**src/rtl/instr_fetch_unit_pkg.sv**
```systemverilog
// Shared definitions for the instruction fetch unit: PC-select encodings,
// fetch FSM states and the word shown to the decoder when nothing is valid.
package instr_fetch_unit_pkg;

  // PC select driven by the decoder alongside an accepted instruction
  typedef enum logic [1:0] {
    PcBrImm  = 2'b00,
    PcBrAcc  = 2'b01,
    PcRepeat = 2'b10,
    PcInc    = 2'b11
  } pc_sel_e;

  typedef enum logic [1:0] {
    StIdle  = 2'b00,
    StReq   = 2'b01,
    StStall = 2'b10
  } fetch_state_e;

  localparam logic [15:0] NopWord = 16'h0000;

endpackage

```
**src/rtl/instr_fetch_unit_queue.sv**
```systemverilog
// fetch_queue: small synchronous FIFO holding {instruction, pc} entries.
// Flush wins over push; Depth must be a power of two so pointers wrap freely.
module fetch_queue #(
  parameter int unsigned Depth = 2,
  parameter int unsigned Width = 28,
  localparam int unsigned PtrW = $clog2(Depth),
  localparam int unsigned CntW = PtrW + 1
) (
  input  logic             clk,
  input  logic             rst_n,
  input  logic             push,
  input  logic [Width-1:0] push_data,
  input  logic             pop,
  input  logic             flush,
  output logic [Width-1:0] head_data,
  output logic             full,
  output logic             empty,
  output logic [CntW-1:0]  count
);

  logic [Width-1:0] mem_q [Depth];
  logic [PtrW-1:0]  wr_ptr_q, rd_ptr_q;
  logic [CntW-1:0]  count_q;
  logic             do_push, do_pop;

  // Occupancy flags and qualified push/pop (push into a full queue only with a pop)
  always_comb begin
    full      = (count_q == CntW'(Depth));
    empty     = (count_q == '0);
    do_pop    = pop & ~empty;
    do_push   = push & (~full | pop);
    head_data = mem_q[rd_ptr_q];
    count     = count_q;
  end

  // Storage, pointers and occupancy
  always_ff @(posedge clk or negedge rst_n) begin
    if (!rst_n) begin
      wr_ptr_q <= '0;
      rd_ptr_q <= '0;
      count_q  <= '0;
      for (int i = 0; i < int'(Depth); i++) begin
        mem_q[i] <= '0;
      end
    end else if (flush) begin
      wr_ptr_q <= '0;
      rd_ptr_q <= '0;
      count_q  <= '0;
    end else begin
      if (do_push) begin
        mem_q[wr_ptr_q] <= push_data;
        wr_ptr_q        <= wr_ptr_q + PtrW'(1);
      end
      if (do_pop) begin
        rd_ptr_q <= rd_ptr_q + PtrW'(1);
      end
      count_q <= count_q + CntW'(do_push) - CntW'(do_pop);
    end
  end

endmodule

```
**src/rtl/instr_fetch_unit.sv**
```systemverilog
// instr_fetch_unit: owns the fetch PC, reads program memory over req/ack,
// buffers words in fetch_queue and issues the head to the decoder.
// Optional macro IFU_PERF_CNT_EN adds saturating stall_cnt/flush_cnt outputs.
module instr_fetch_unit
  import instr_fetch_unit_pkg::*;
#(
  parameter int unsigned PC_WIDTH = 12,
  parameter int unsigned QDEPTH   = 2
) (
  input  logic                clk,
  input  logic                rst_n,
  output logic                pmem_req,
  output logic [PC_WIDTH-1:0] pmem_addr,
  input  logic                pmem_ack,
  input  logic [15:0]         pmem_rdata,
  output logic [15:0]         instruction,
  output logic [7:0]          OP_dk,
  output logic [3:0]          OP_s,
  output logic [PC_WIDTH-1:0] issue_pc,
  output logic                instr_valid,
  input  logic                instr_ready,
  input  logic [1:0]          pcInMux_ctrl,
  input  logic [PC_WIDTH-1:0] branch_target,
  input  logic [PC_WIDTH-1:0] acc_target
`ifdef IFU_PERF_CNT_EN
  ,
  output logic [15:0]         stall_cnt,
  output logic [15:0]         flush_cnt
`endif
);

  localparam int unsigned CntW   = $clog2(QDEPTH) + 1;
  localparam int unsigned EntryW = 16 + PC_WIDTH;

  fetch_state_e        state_q;
  logic [PC_WIDTH-1:0] fetch_pc_q, req_addr_q;
  logic                req_q, kill_q;

  logic [EntryW-1:0]   q_head;
  logic                q_full, q_empty;
  logic [CntW-1:0]     q_count, cnt_next;
  logic                accept, redirect, push, pop;
  logic [PC_WIDTH-1:0] target, pc_after_ack;

  // Issue decode and next-occupancy used to throttle new requests
  always_comb begin
    accept       = instr_valid & instr_ready;
    redirect     = accept & ((pcInMux_ctrl == PcBrImm) | (pcInMux_ctrl == PcBrAcc));
    pop          = accept & (pcInMux_ctrl != PcRepeat);
    target       = (pcInMux_ctrl == PcBrAcc) ? acc_target : branch_target;
    // Killed data and data landing in the redirect cycle are both dropped
    push         = (state_q == StReq) & pmem_ack & ~kill_q & ~redirect;
    cnt_next     = redirect ? '0 : q_count + CntW'(push) - CntW'(pop);
    // While killed, fetch_pc_q already holds the redirect target
    pc_after_ack = redirect ? target : (kill_q ? fetch_pc_q : fetch_pc_q + PC_WIDTH'(1));
  end

  // Fetch FSM with registered request/address
  always_ff @(posedge clk or negedge rst_n) begin
    if (!rst_n) begin
      state_q    <= StIdle;
      req_q      <= 1'b0;
      req_addr_q <= '0;
      fetch_pc_q <= '0;
      kill_q     <= 1'b0;
    end else begin
      case (state_q)
        StIdle: begin
          state_q    <= StReq;
          req_q      <= 1'b1;
          req_addr_q <= fetch_pc_q;
        end
        StReq: begin
          if (pmem_ack) begin
            fetch_pc_q <= pc_after_ack;
            kill_q     <= 1'b0;
            if (cnt_next < CntW'(QDEPTH)) begin
              req_addr_q <= pc_after_ack;
            end else begin
              state_q <= StStall;
              req_q   <= 1'b0;
            end
          end else if (redirect) begin
            // Request stays up until acked; its data is thrown away
            kill_q     <= 1'b1;
            fetch_pc_q <= target;
          end
        end
        StStall: begin
          if (redirect) begin
            fetch_pc_q <= target;
          end
          if (~q_full | redirect) begin
            state_q    <= StReq;
            req_q      <= 1'b1;
            req_addr_q <= redirect ? target : fetch_pc_q;
          end
        end
        default: begin
          state_q <= StIdle;
          req_q   <= 1'b0;
        end
      endcase
    end
  end

  fetch_queue #(
    .Depth (QDEPTH),
    .Width (EntryW)
  ) u_fetch_queue (
    .clk       (clk),
    .rst_n     (rst_n),
    .push      (push),
    .push_data ({pmem_rdata, req_addr_q}),
    .pop       (pop),
    .flush     (redirect),
    .head_data (q_head),
    .full      (q_full),
    .empty     (q_empty),
    .count     (q_count)
  );

  // Decoder-facing outputs come straight from the queue head flops
  always_comb begin
    pmem_req    = req_q;
    pmem_addr   = req_addr_q;
    instr_valid = ~q_empty;
    instruction = instr_valid ? q_head[EntryW-1:PC_WIDTH] : NopWord;
    issue_pc    = instr_valid ? q_head[PC_WIDTH-1:0] : '0;
    OP_dk       = instruction[15:8];
    OP_s        = instruction[15:12];
  end

`ifdef IFU_PERF_CNT_EN
  // Saturating counters: decoder starved cycles and redirect accepts
  always_ff @(posedge clk or negedge rst_n) begin
    if (!rst_n) begin
      stall_cnt <= '0;
      flush_cnt <= '0;
    end else begin
      if (~instr_valid & instr_ready & (stall_cnt != 16'hFFFF)) begin
        stall_cnt <= stall_cnt + 16'd1;
      end
      if (redirect & (flush_cnt != 16'hFFFF)) begin
        flush_cnt <= flush_cnt + 16'd1;
      end
    end
  end
`else
  // Counters not built
`endif

endmodule
```
**config.mk**
```make
export PLATFORM = sky130hd
export DESIGN_NAME = instr_fetch_unit
export DESIGN_NICKNAME = d
export VERILOG_FILES = /design/src/rtl/instr_fetch_unit_pkg.sv /design/src/rtl/instr_fetch_unit_queue.sv /design/src/rtl/instr_fetch_unit.sv
export SDC_FILE = /design/constraint.sdc
export NUM_CORES = 1
export LEC_CHECK = 0
export BUFFER_PORTS_ARGS = -buffer_cell sky130_fd_sc_hd__buf_2
export CAP_MARGIN = 20
export CORE_ASPECT_RATIO = 1.4
export CORE_MARGIN = 2
export CORE_UTILIZATION = 56
export CTS_CLUSTER_SIZE = 30
export DETAILED_ROUTE_END_ITERATION = 16
export PLACE_DENSITY_LB_ADDON = 0.12
export SETUP_SLACK_MARGIN = 0.3
export SKIP_LAST_GASP = 1
export SLEW_MARGIN = 20
export SYNTH_ARGS = -nofsm -noshare
export SYNTH_HDL_FRONTEND = slang
export SYNTH_HIERARCHICAL = 1
export SYNTH_SLANG_ARGS = --single-unit
```
**constraint.sdc**
```tcl
create_clock -name clk -period 3.5 [get_ports clk]
set_input_delay 0.7 -clock clk [delete_from_list [all_inputs] [get_ports clk]]
set_output_delay 0.7 -clock clk [all_outputs]
set_load 0.01 [all_outputs]
```
==> metrics.md, run 1 <==
| Metric | Value |
|---|---|
| Total Wirelength | `11400 µm` |
| Setup ws final | `0.834 ns` |
| GR Util met2 | `approximately 39%` |
| Clk_lat worst skew | `about 0.34 ns` |
| Site Rows | `between 40 and 50` |
| Die Width | `86.1 µm` |
| # IOs | `100` |
| Drt wl/cell | `approximately 17 µm` |
| Setup TNS | `0 ns` |
| Pwr/cell area | `between 1000 and 1500 nW/µm²` |
| Synth async-reset ratio | `between 90% and 100%` |
| Routing usage on met1 | `a little under a third` |
| Grt ovf | `0` |
| Largest net degree at the start of global routing | `68` |
| First-pass GRT wire length | `about 19000 µm` |
| Top-count cell post-synth | `dfrtp_1` |
| Final Power | `roughly 6 mW` |
| Worst Path Buf+Inv | `3` |
| Post-DP HPWL | `around 8000 µm` |
| DR vias/cell | `5.77` |
| Synth top area share | `approximately two fifths` |
| Crit path max-delay family | `simple AND/OR/NAND/NOR gates` |
| Die height | `roughly 120 µm` |
| Crit share post-route | `around three quarters` |
| Crit-path max FO | `29` |
| Fin. Hold Viols | `0` |
| Vias in the first global route | `3879` |
| Synth Cell Area | `5280 µm²` |
| GRT Util Overall | `23.3%` |
| GRT busiest layer | `met2` |
| Worst Max-Slew Pin Slew | `approximately 0.85 ns` |
| Initial Util | `between 50% and 60%` |
| DRC viols | `0` |
| Layout cells sized above 1 | `around two fifths` |
| Status | `finished, final reports clean` |
| Post-CTS setup buffer count | `0` |
| H-tree lvl count | `3` |
| Static leakage | `2.78 nW` |
| Synth top cells by count | `88 x dfrtp_1, 70 x mux2_2, 33 x nand2_1` |
| Clock skew | `~0.008 ns` |
| Post-CTS sizing | `0` |
| Final number of setup-violating endpoints | `0` |
| Data required time of the critical path | `between 3 and 4 ns` |
| CP Class | `flip-flop to flip-flop` |
| CTS tree | `done` |
| Slowest cell on the critical path | `dfrtp_1` |
| Post-synth net total | `~540` |
| RD Place Congestion | `0.911` |
| Vias | `approximately 3900` |
| Core box area | `roughly 9100 µm²` |
| Clock Tree Root | `clkbuf_16` |
| Pre-CTS setup slack | `0.767 ns` |
| FF+latch count, synth | `88` |
| Syn. warnings | `6` |
| Max Cap Viol | `0` |
| Ordered list of cells on the worst path | `nor2_2 -> buf_4 -> inv_1 -> and3_1 -> or3b_1 -> nand2_1 -> ha_1 -> inv_1 -> ha_1 -> xor2_1 -> and2_1 -> nor3_1` |
| Prevailing post-synth register cell | `dfrtp_1` |
| CTS buffer count | `9` |
| Largest area contributor in the netlist | `dfrtp_1` |
| Clock Path Buffers | `2` |
| Die ar. | `a little over 10000 µm²` |
| Synth unique cells | `approximately 60` |
| Clk pin slew, worst setup/hold paths | `~0.07 ns` |
| Synth Instances | `488` |
| Initial antenna violation count | `0` |
| Nets@finish | `just over 600` |
| CTS sink count | `88` |
| Arr. time, crit path | `2.88 ns` |
| Hold Crit Class | `input pin to asynchronous set/reset pin` |
| RSZ-0062 raised after global routing | `false` |
| Port bufs | `99` |
| CP Launch Type | `flip-flop` |
| Headroom to the max-slew limit | `43.0%` |
| Syn avg cell area | `between 10 and 15 µm²` |
| Hold-fix buffers, CTS | `0` |
| Post-synth EDFFs | `0` |
| Sequential area share after synthesis | `around two fifths` |
| Slew Limit Fails | `0` |
| Routed Antenna Nets | `0` |
| Ant. Diodes | `0` |
| Area contributors post-synth | `dfrtp_1 42%, mux2_2 15%, mux2_4 5.7%, nor2b_1 3.8%, a21oi_1 2.8%` |
| Area Growth Syn to Fin | `13.5%` |
| Worst vdd ir | `0.450 mV` |
| CP endpoint kind | `flip-flop` |
| Crit path largest cell delay | `between 0.4 and 0.5 ns` |
| Maximum operating frequency | `between 300 and 400 MHz` |
| GR Layer Usage met3 | `~3.7%` |
| Pre-antenna DRT Iters | `4` |
| Post-route minimum period | `approximately 2.7 ns` |
| Iteration-0 DRC count of the detailed router | `between 200 and 250` |
[layout make-up]
cell class,instances,area [µm²]
Clock buffer,9,225
Clock inverter,7,77.6
Fill cell,726,3090
Tap cell,107,134
Sequential cell,88,2200
Timing Repair Buffer,109,586
Multi-Input combinational cell,341,2720
Inverter,12,50.0
[metrics by stage]
stage | util (%) | area, µm² | hold WS [ns] | std cells
after floorplan | - | 5280 | 0.404 | 488
after global placement | 62.7 | 5690 | 0.483 | 657
after detailed placement | 62.7 | 5690 | 0.490 | 657
after CTS | 66.0 | 5990 | 0.498 | 673
after global routing | 66.0 | 5990 | 0.509 | 673
final | 66.0 | 5990 | 0.463 | 673
[logic make-up (layout without fill, tap and decap cells)]
family,count (synthesis),after routing,synth area share (%)
adders and majority gates,9,9,2.13
muxes,100,100,22.5
DFF,88,88,41.7
xor gates and xnor gates,4,4,0.663
buffers and inverters,59,137,6.89
AOI/OAI and AO/OA,97,97,13.0
and+or+nand+nor,131,131,13.1
[routing by layer]
layer,routed length [µm],share of wire (%),up-vias
li1,-,-,1892
met2,5820,51,117
met3,475,4.2,14
met1,4880,43,1858
met4,191,1.7,0
met5,0,0,-
[where the power goes]
group	switching, mW	internal (mW)
Combinational	1.62	1.56
Sequential	0.447	1.53
Clock	0.418	0.559
[flip-flops by register name, indices dropped and copies added, names as in the netlist]
name / count
u_fetch_queue/wr_ptr_q: 1
pmem_addr: 12
u_fetch_queue/count: 2
state_q: 2
u_fetch_queue/mem_q: 56
kill_q: 1
pmem_req: 1
u_fetch_queue/rd_ptr_q: 1
fetch_pc_q: 12
[path summary, 6_finish.rpt]
check / from / to / slack (ns) / cells past startpoint
max: u_fetch_queue/count[0]$_DFF_PN0_ / u_fetch_queue/count[1]$_DFF_PN0_ / 0.83 / 12
min: rst_n / u_fetch_queue/mem_q[49]$_DFFE_PN0P_ / 0.46 / 1
max reg2reg: u_fetch_queue/count[0]$_DFF_PN0_ / u_fetch_queue/count[1]$_DFF_PN0_ / 0.83 / 12
min reg2reg: u_fetch_queue/mem_q[33]$_DFFE_PN0P_ / u_fetch_queue/mem_q[33]$_DFFE_PN0P_ / 0.50 / 1
max in group asynchronous: rst_n / fetch_pc_q[0]$_DFFE_PN0N_ / 2.33 / 2
min in group clk: u_fetch_queue/mem_q[33]$_DFFE_PN0P_ / u_fetch_queue/mem_q[33]$_DFFE_PN0P_ / 0.50 / 1
[layout by cell type, fill, tap and decap left out, types with 10 or more instances in the layout]
master   instances
a21oi_1         30
nor2b_1         32
buf_4           10
o21ai_0         17
dfrtp_1         88
nand2_1         33
mux2i_1         10
mux2_4          20
inv_1           11
nor2_1          26
mux2_2          70
buf_2           98
Note: power is estimated with default switching activity, not from simulation.
==> inputs of run 2 (changes only) <==
clock period = 2.5 ns   (was 3.5 ns; I/O delays follow)
==> run 2 against run 1 <==
Power grew 62%. Largest cell class unchanged. Maximum frequency grew 18%. Largest power group unchanged. Clock power grew 27%. Combinational power grew 87%. Critical path type unchanged.
==> metrics.md, run 2 (synthesized netlist as in run 1, its figures left out) <==
| Metric | Value |
|---|---|
| # IOs | `100` |
| Site Rows | `just over 40` |
| CP Class | `flip-flop to flip-flop` |
| Port bufs | `99` |
| DRC viols | `0` |
| Post-DP HPWL | `8360 µm` |
| Final number of setup-violating endpoints | `0` |
| Ant. Diodes | `0` |
| Die height | `119 µm` |
| Largest net degree at the start of global routing | `54` |
| Pwr/cell area | `about 1500 nW/µm²` |
| Total Wirelength | `13000 µm` |
| H-tree lvl count | `3` |
| CTS sink count | `a little under 90` |
| CTS buffer count | `9` |
| Initial Util | `between 50 and 60%` |
| Iteration-0 DRC count of the detailed router | `about 230` |
| Drt wl/cell | `between 15 and 20 µm` |
| Setup TNS | `0 ns` |
| RD Place Congestion | `roughly 0.97` |
| Fin. Hold Viols | `0` |
| Layout cells sized above 1 | `51.1%` |
| Clk_lat worst skew | `approximately 0.34 ns` |
| Clock Path Buffers | `2` |
| Grt ovf | `0` |
| Design area | `6710 µm²` |
| DP Area | `5880 µm²` |
| Routed Antenna Nets | `0` |
| Max Cap Viol | `0` |
| Clk pin slew, worst setup/hold paths | `around 0.070 ns` |
| CP endpoint kind | `flip-flop` |
| Headroom to the max-slew limit | `66.9%` |
| Die ar. | `approximately 10000 µm²` |
| Worst Max-Slew Pin Slew | `~0.5 ns` |
| Post-Layout Cell Count | `706` |
| Status | `finished, final reports clean` |
| Vias in the first global route | `about 4000` |
| Post-route minimum period | `~2.3 ns` |
| Hold-fix buffers, CTS | `0` |
| Worst vdd ir | `~0.76 mV` |
| Maximum operating frequency | `around 440 MHz` |
| Pre-antenna DRT Iters | `5` |
| R2r setup slk | `between 0.2 and 0.25 ns` |
| GRT Util Overall | `24.6%` |
| Clock skew | `about 0.0074 ns` |
| Reg2Reg Launch Point | `u_fetch_queue/count[1]$_DFF_PN0_` |
| Clock Tree Root | `clkbuf_16` |
| Largest register FFs | `56` |
| Crit path from | `u_fetch_queue/count[1]$_DFF_PN0_` |
| Commonest non-fill, non-tap cell in the layout | `buf_2` |
| Placed cells | `665` |
| RSZ-0062 raised after global routing | `true` |
| Initial antenna violation count | `0` |
| DR vias/cell | `5.93` |
| Area Growth Syn to Fin | `27.0%` |
| Highest-count cells in the layout ignoring fill and taps | `98 x buf_2, 86 x dfrtp_1, 59 x mux2_2` |
| CTS tree | `done` |
| Die Width | `~86 µm` |
| CP Launch Type | `flip-flop` |
| Hold Crit Class | `input pin to asynchronous set/reset pin` |
| Core box area | `between 9000 and 10000 µm²` |
| Nets@finish | `650` |
| First-pass GRT wire length | `20100 µm` |
| Crit-path max FO | `5` |
| Data required time of the critical path | `2.72 ns` |
| Slew Limit Fails | `0` |
| Crit share post-route | `90.4%` |
| Biggest register | `u_fetch_queue/mem_q` |
| Arr. time, crit path | `~2.5 ns` |
| Static leakage | `between 3 and 4 nW` |
| Vias | `4190` |
-- run 2: per-layer routing --
| layer | global-route usage (%) | up-vias | routed length, µm |
|---|---|---|---|
| li1 | - | 1947 | - |
| met3 | 4.30 | 36 | 675 |
| met5 | 0 | - | 0 |
| met2 | 42.8 | 160 | 6870 |
| met4 | 8.83 | 0 | 366 |
| met1 | 30.2 | 2047 | 5070 |
-- run 2: power breakdown --
group          switching, mW  internal, mW  leakage (nW)
Combinational           2.82          3.12          1.91
Sequential             0.640          2.15          1.06
Clock                  0.563         0.673         0.124
Total                   4.03          5.95          3.10
-- run 2: area by class of cell --
type | instances | area [µm²]
clock buffer | 9 | 225
fill | 611 | 2370
tap | 107 | 134
inverter | 12 | 76.3
sequential | 88 | 2200
clock inverter | 6 | 45.0
multi-input combinational | 341 | 2990
timing repair buffer | 143 | 1030
-- run 2: what timing repair did --
item / CTS / global route
pin swaps: 11 / 11
gates resized for setup: 25 / 38
endpoints found under the setup margin: 69 / 81
cloned: 2 / 4
buffers inserted: 12 / 8
-- run 2: worst max-delay path, cell delays in order (launching register included) --
cell and delay [ns]:
dfrtp_2 0.40, nor2_4 0.06, or3b_4 0.39, nand3_4 0.11, ha_4 0.21, nor2b_4 0.12, xnor2_2 0.10, o221a_4 0.28
buf_6 0.15, clkbuf_16 0.15, o21a_1 0.17
-- run 2: final timing paths --
path                                                        to  depth (start not counted)
setup / recovery                      pmem_addr[0]$_DFFE_PN0P_                         10
hold / removal             u_fetch_queue/mem_q[19]$_DFFE_PN0P_                          1
setup reg to reg                      pmem_addr[0]$_DFFE_PN0P_                         10
hold reg to reg            u_fetch_queue/mem_q[37]$_DFFE_PN0P_                          1
max in group asynchronous     u_fetch_queue/count[0]$_DFF_PN0_                          2
min in group clk           u_fetch_queue/mem_q[50]$_DFFE_PN0P_                          2
-- run 2: stage by stage --
stage	utilization, %	hold slack, ns	setup WS (ns)	power [mW]
6_report	73.9	0.125	0.240	9.97
5_1_grt	73.9	0.158	0.192	10.6
4_1_cts	70.5	0.126	0.240	9.46
3_5_place_dp	64.8	0.490	0.105	7.57
3_3_place_gp	64.8	0.484	0.113	7.45
2_1_floorplan	-	0.204	0.00375	6.42
==> inputs of run 3 (changes only) <==
CELL_PAD_IN_SITES_DETAIL_PLACEMENT = 1   (was unset)
CELL_PAD_IN_SITES_GLOBAL_PLACEMENT = 2   (was unset)
CORE_UTILIZATION = 36   (was 56)
==> run 3 against run 2 <==
Sequential power barely moved. Via count fell by 0.72%. Worst hold slack worse by 0.033 ns. Global-route usage shrank 5.6 points. Count of clock-buffer cells in the layout increased by 1. Critical path type unchanged. Die area up 53%. Largest cell class unchanged. Sequential cell count stayed put.
==> metrics.md, run 3 (synthesized netlist as in run 1, its figures left out) <==
| Metric | Value |
|---|---|
| Hold Crit Class | `input pin to asynchronous set/reset pin` |
| Slowest cell on the critical path | `dfrtp_1` |
| Site Rows | `between 50 and 60` |
| CP endpoint kind | `flip-flop` |
| Crit-path max FO | `7` |
| FILL cells | `between 1500 and 2000` |
| Reg2reg end | `pmem_addr[2]$_DFFE_PN0P_` |
| Core box area | `around 14000 µm²` |
| Clock skew | `roughly 0.011 ns` |
| Initial Util | `36.7%` |
| Crit path from | `u_fetch_queue/count[1]$_DFF_PN0_` |
| Pre-antenna DRT Iters | `4` |
| Ant. Diodes | `0` |
| Iteration-0 DRC count of the detailed router | `100` |
| Layout cells sized above 1 | `between 50% and 60%` |
| Vias | `around 4200` |
| Post-DP HPWL | `10300 µm` |
| Largest register FFs | `56` |
| Crit path depth | `11` |
| Grt ovf | `0` |
| Setup ws final | `between 0.3 and 0.4 ns` |
| # IOs | `100` |
| Crit path largest cell delay | `about 0.4 ns` |
| Nets@finish | `649` |
| Initial antenna violation count | `0` |
| Routed Antenna Nets | `0` |
| First-pass GRT wire length | `between 20000 and 25000 µm` |
| Placed cells | `approximately 750` |
| Clk_lat worst skew | `approximately 0.34 ns` |
| Die height | `147 µm` |
| Highest-count cells in the layout ignoring fill and taps | `98 x buf_2, 85 x dfrtp_1, 59 x mux2_2` |
| DP Area | `roughly 6000 µm²` |
| Fin. Hold Viols | `0` |
| Worst Max-Slew Pin Slew | `0.453 ns` |
| Vias in the first global route | `~4400` |
| Commonest non-fill, non-tap cell in the layout | `buf_2` |
| RSZ-0062 raised after global routing | `true` |
| GRT Util Overall | `19.0%` |
| Max Cap Viol | `0` |
| Worst vdd ir | `~0.43 mV` |
| CP Launch Type | `flip-flop` |
| Final Power | `9.85 mW` |
| Reg2Reg Launch Point | `u_fetch_queue/count[1]$_DFF_PN0_` |
| R2r setup slk | `about 0.32 ns` |
| Pre-CTS setup slack | `0.0193 ns` |
| Crit share post-route | `approximately 87%` |
| H-tree lvl count | `3` |
| Area Growth Syn to Fin | `27.0%` |
| Area of the multi-input gates | `2940 µm²` |
| CTS tree | `done` |
| Status | `finished, final reports clean` |
| CTS buffer count | `9` |
| Clk pin slew, worst setup/hold paths | `roughly 0.07 ns` |
| R2R depth | `11` |
| Clock Tree Root | `clkbuf_16` |
| Slew Limit Fails | `0` |
| Die Width | `~110 µm` |
| Final number of setup-violating endpoints | `0` |
| Largest net degree at the start of global routing | `42` |
| Clock Path Buffers | `2` |
| Design area | `6710 µm²` |
| Register area | `approximately 2200 µm²` |
| Biggest register | `u_fetch_queue/mem_q` |
| Arr. time, crit path | `between 2 and 2.5 ns` |
| Setup TNS | `0 ns` |
| Post-Layout Cell Count | `~790` |
| Setup crit end | `pmem_addr[2]$_DFFE_PN0P_` |
| CP Class | `flip-flop to flip-flop` |
| Worst Path Buf+Inv | `2` |
| Ordered list of cells on the worst path | `nor2_4 -> or3b_4 -> nand3_4 -> ha_4 -> nor2b_4 -> xnor2_2 -> o221a_4 -> buf_12 -> buf_16 -> nor2_4 -> a21oi_2` |
| DR vias/cell | `between 5 and 6` |
| Static leakage | `between 3 and 4 nW` |
| Total Wirelength | `14800 µm` |
| Pwr/cell area | `between 1000 and 1500 nW/µm²` |
| CTS sink count | `between 80 and 90` |
| Drt wl/cell | `between 15 and 20 µm` |
| Port bufs | `99` |
| RD Place Congestion | `~0.86` |
| Data required time of the critical path | `around 2.8 ns` |
| Headroom to the max-slew limit | `between 60 and 70%` |
| Post-route minimum period | `~2.2 ns` |
| Most used cell along the critical path | `nor2_4` |
| Die ar. | `around 16000 µm²` |
| DRC viols | `0` |
| Maximum operating frequency | `between 400 and 500 MHz` |
| Crit path max-delay family | `simple AND/OR/NAND/NOR gates` |
==> run 3: metal layers <==
metal  wire, µm  global-route usage [%]  vias up
li1           -                       -     1946
met1       6080                    22.9     2108
met2       7920                    34.7       91
met3        466                    2.35       15
met4        304                    6.18        0
met5          0                       0        -
==> run 3: how the worst min path moves through the flow <==
| stage | startpoint | to | slack [ns] | depth (start not counted) |
|---|---|---|---|---|
| after floorplan | rst_n | fetch_pc_q[0]$_DFFE_PN0N_ | 0.20 | 0 |
| after global placement | rst_n | u_fetch_queue/mem_q[18]$_DFFE_PN0P_ | 0.47 | 1 |
| after detailed placement | rst_n | u_fetch_queue/mem_q[18]$_DFFE_PN0P_ | 0.47 | 1 |
| final | rst_n | u_fetch_queue/mem_q[18]$_DFFE_PN0P_ | 0.09 | 1 |
| after global routing | rst_n | u_fetch_queue/mem_q[13]$_DFFE_PN0P_ | 0.12 | 1 |
| after CTS | rst_n | u_fetch_queue/mem_q[18]$_DFFE_PN0P_ | 0.11 | 1 |
==> run 3: metrics by stage <==
| step | hold WS (ns) | util [%] |
|---|---|---|
| 6_report | 0.0911 | 46.6 |
| 5_1_grt | 0.119 | 46.6 |
| 4_1_cts | 0.105 | 45.4 |
| 3_5_place_dp | 0.473 | 42.0 |
| 3_3_place_gp | 0.468 | 42.0 |
| 2_1_floorplan | 0.204 | - |
==> run 3: area by class of cell <==
| type | instances | share of cell area [%] |
|---|---|---|
| tap | 189 | 3.53 |
| inverter | 12 | 0.933 |
| sequential | 88 | 32.9 |
| multi-input combinational | 341 | 43.9 |
| clock buffer | 10 | 3.56 |
| timing repair buffer | 142 | 14.5 |
| clock inverter | 6 | 0.746 |
==> run 3: what timing repair did <==
item / CTS / global route
hold buffers: 0 / 0
buffers inserted: 10 / 3
gates cloned: 1 / 4
pin swaps: 9 / 10
hold endpoints to repair: 0 / 0
endpoints found under the setup margin: 109 / 54
resized for setup: 25 / 17
==> run 3: report_power, final <==
group	leakage, nW	total, mW	internal (mW)	switching (mW)
registers	1.06	2.78	2.15	0.631
clock network	0.136	1.32	0.712	0.605
logic	1.87	5.75	2.95	2.81
total	3.06	9.85	5.81	4.04
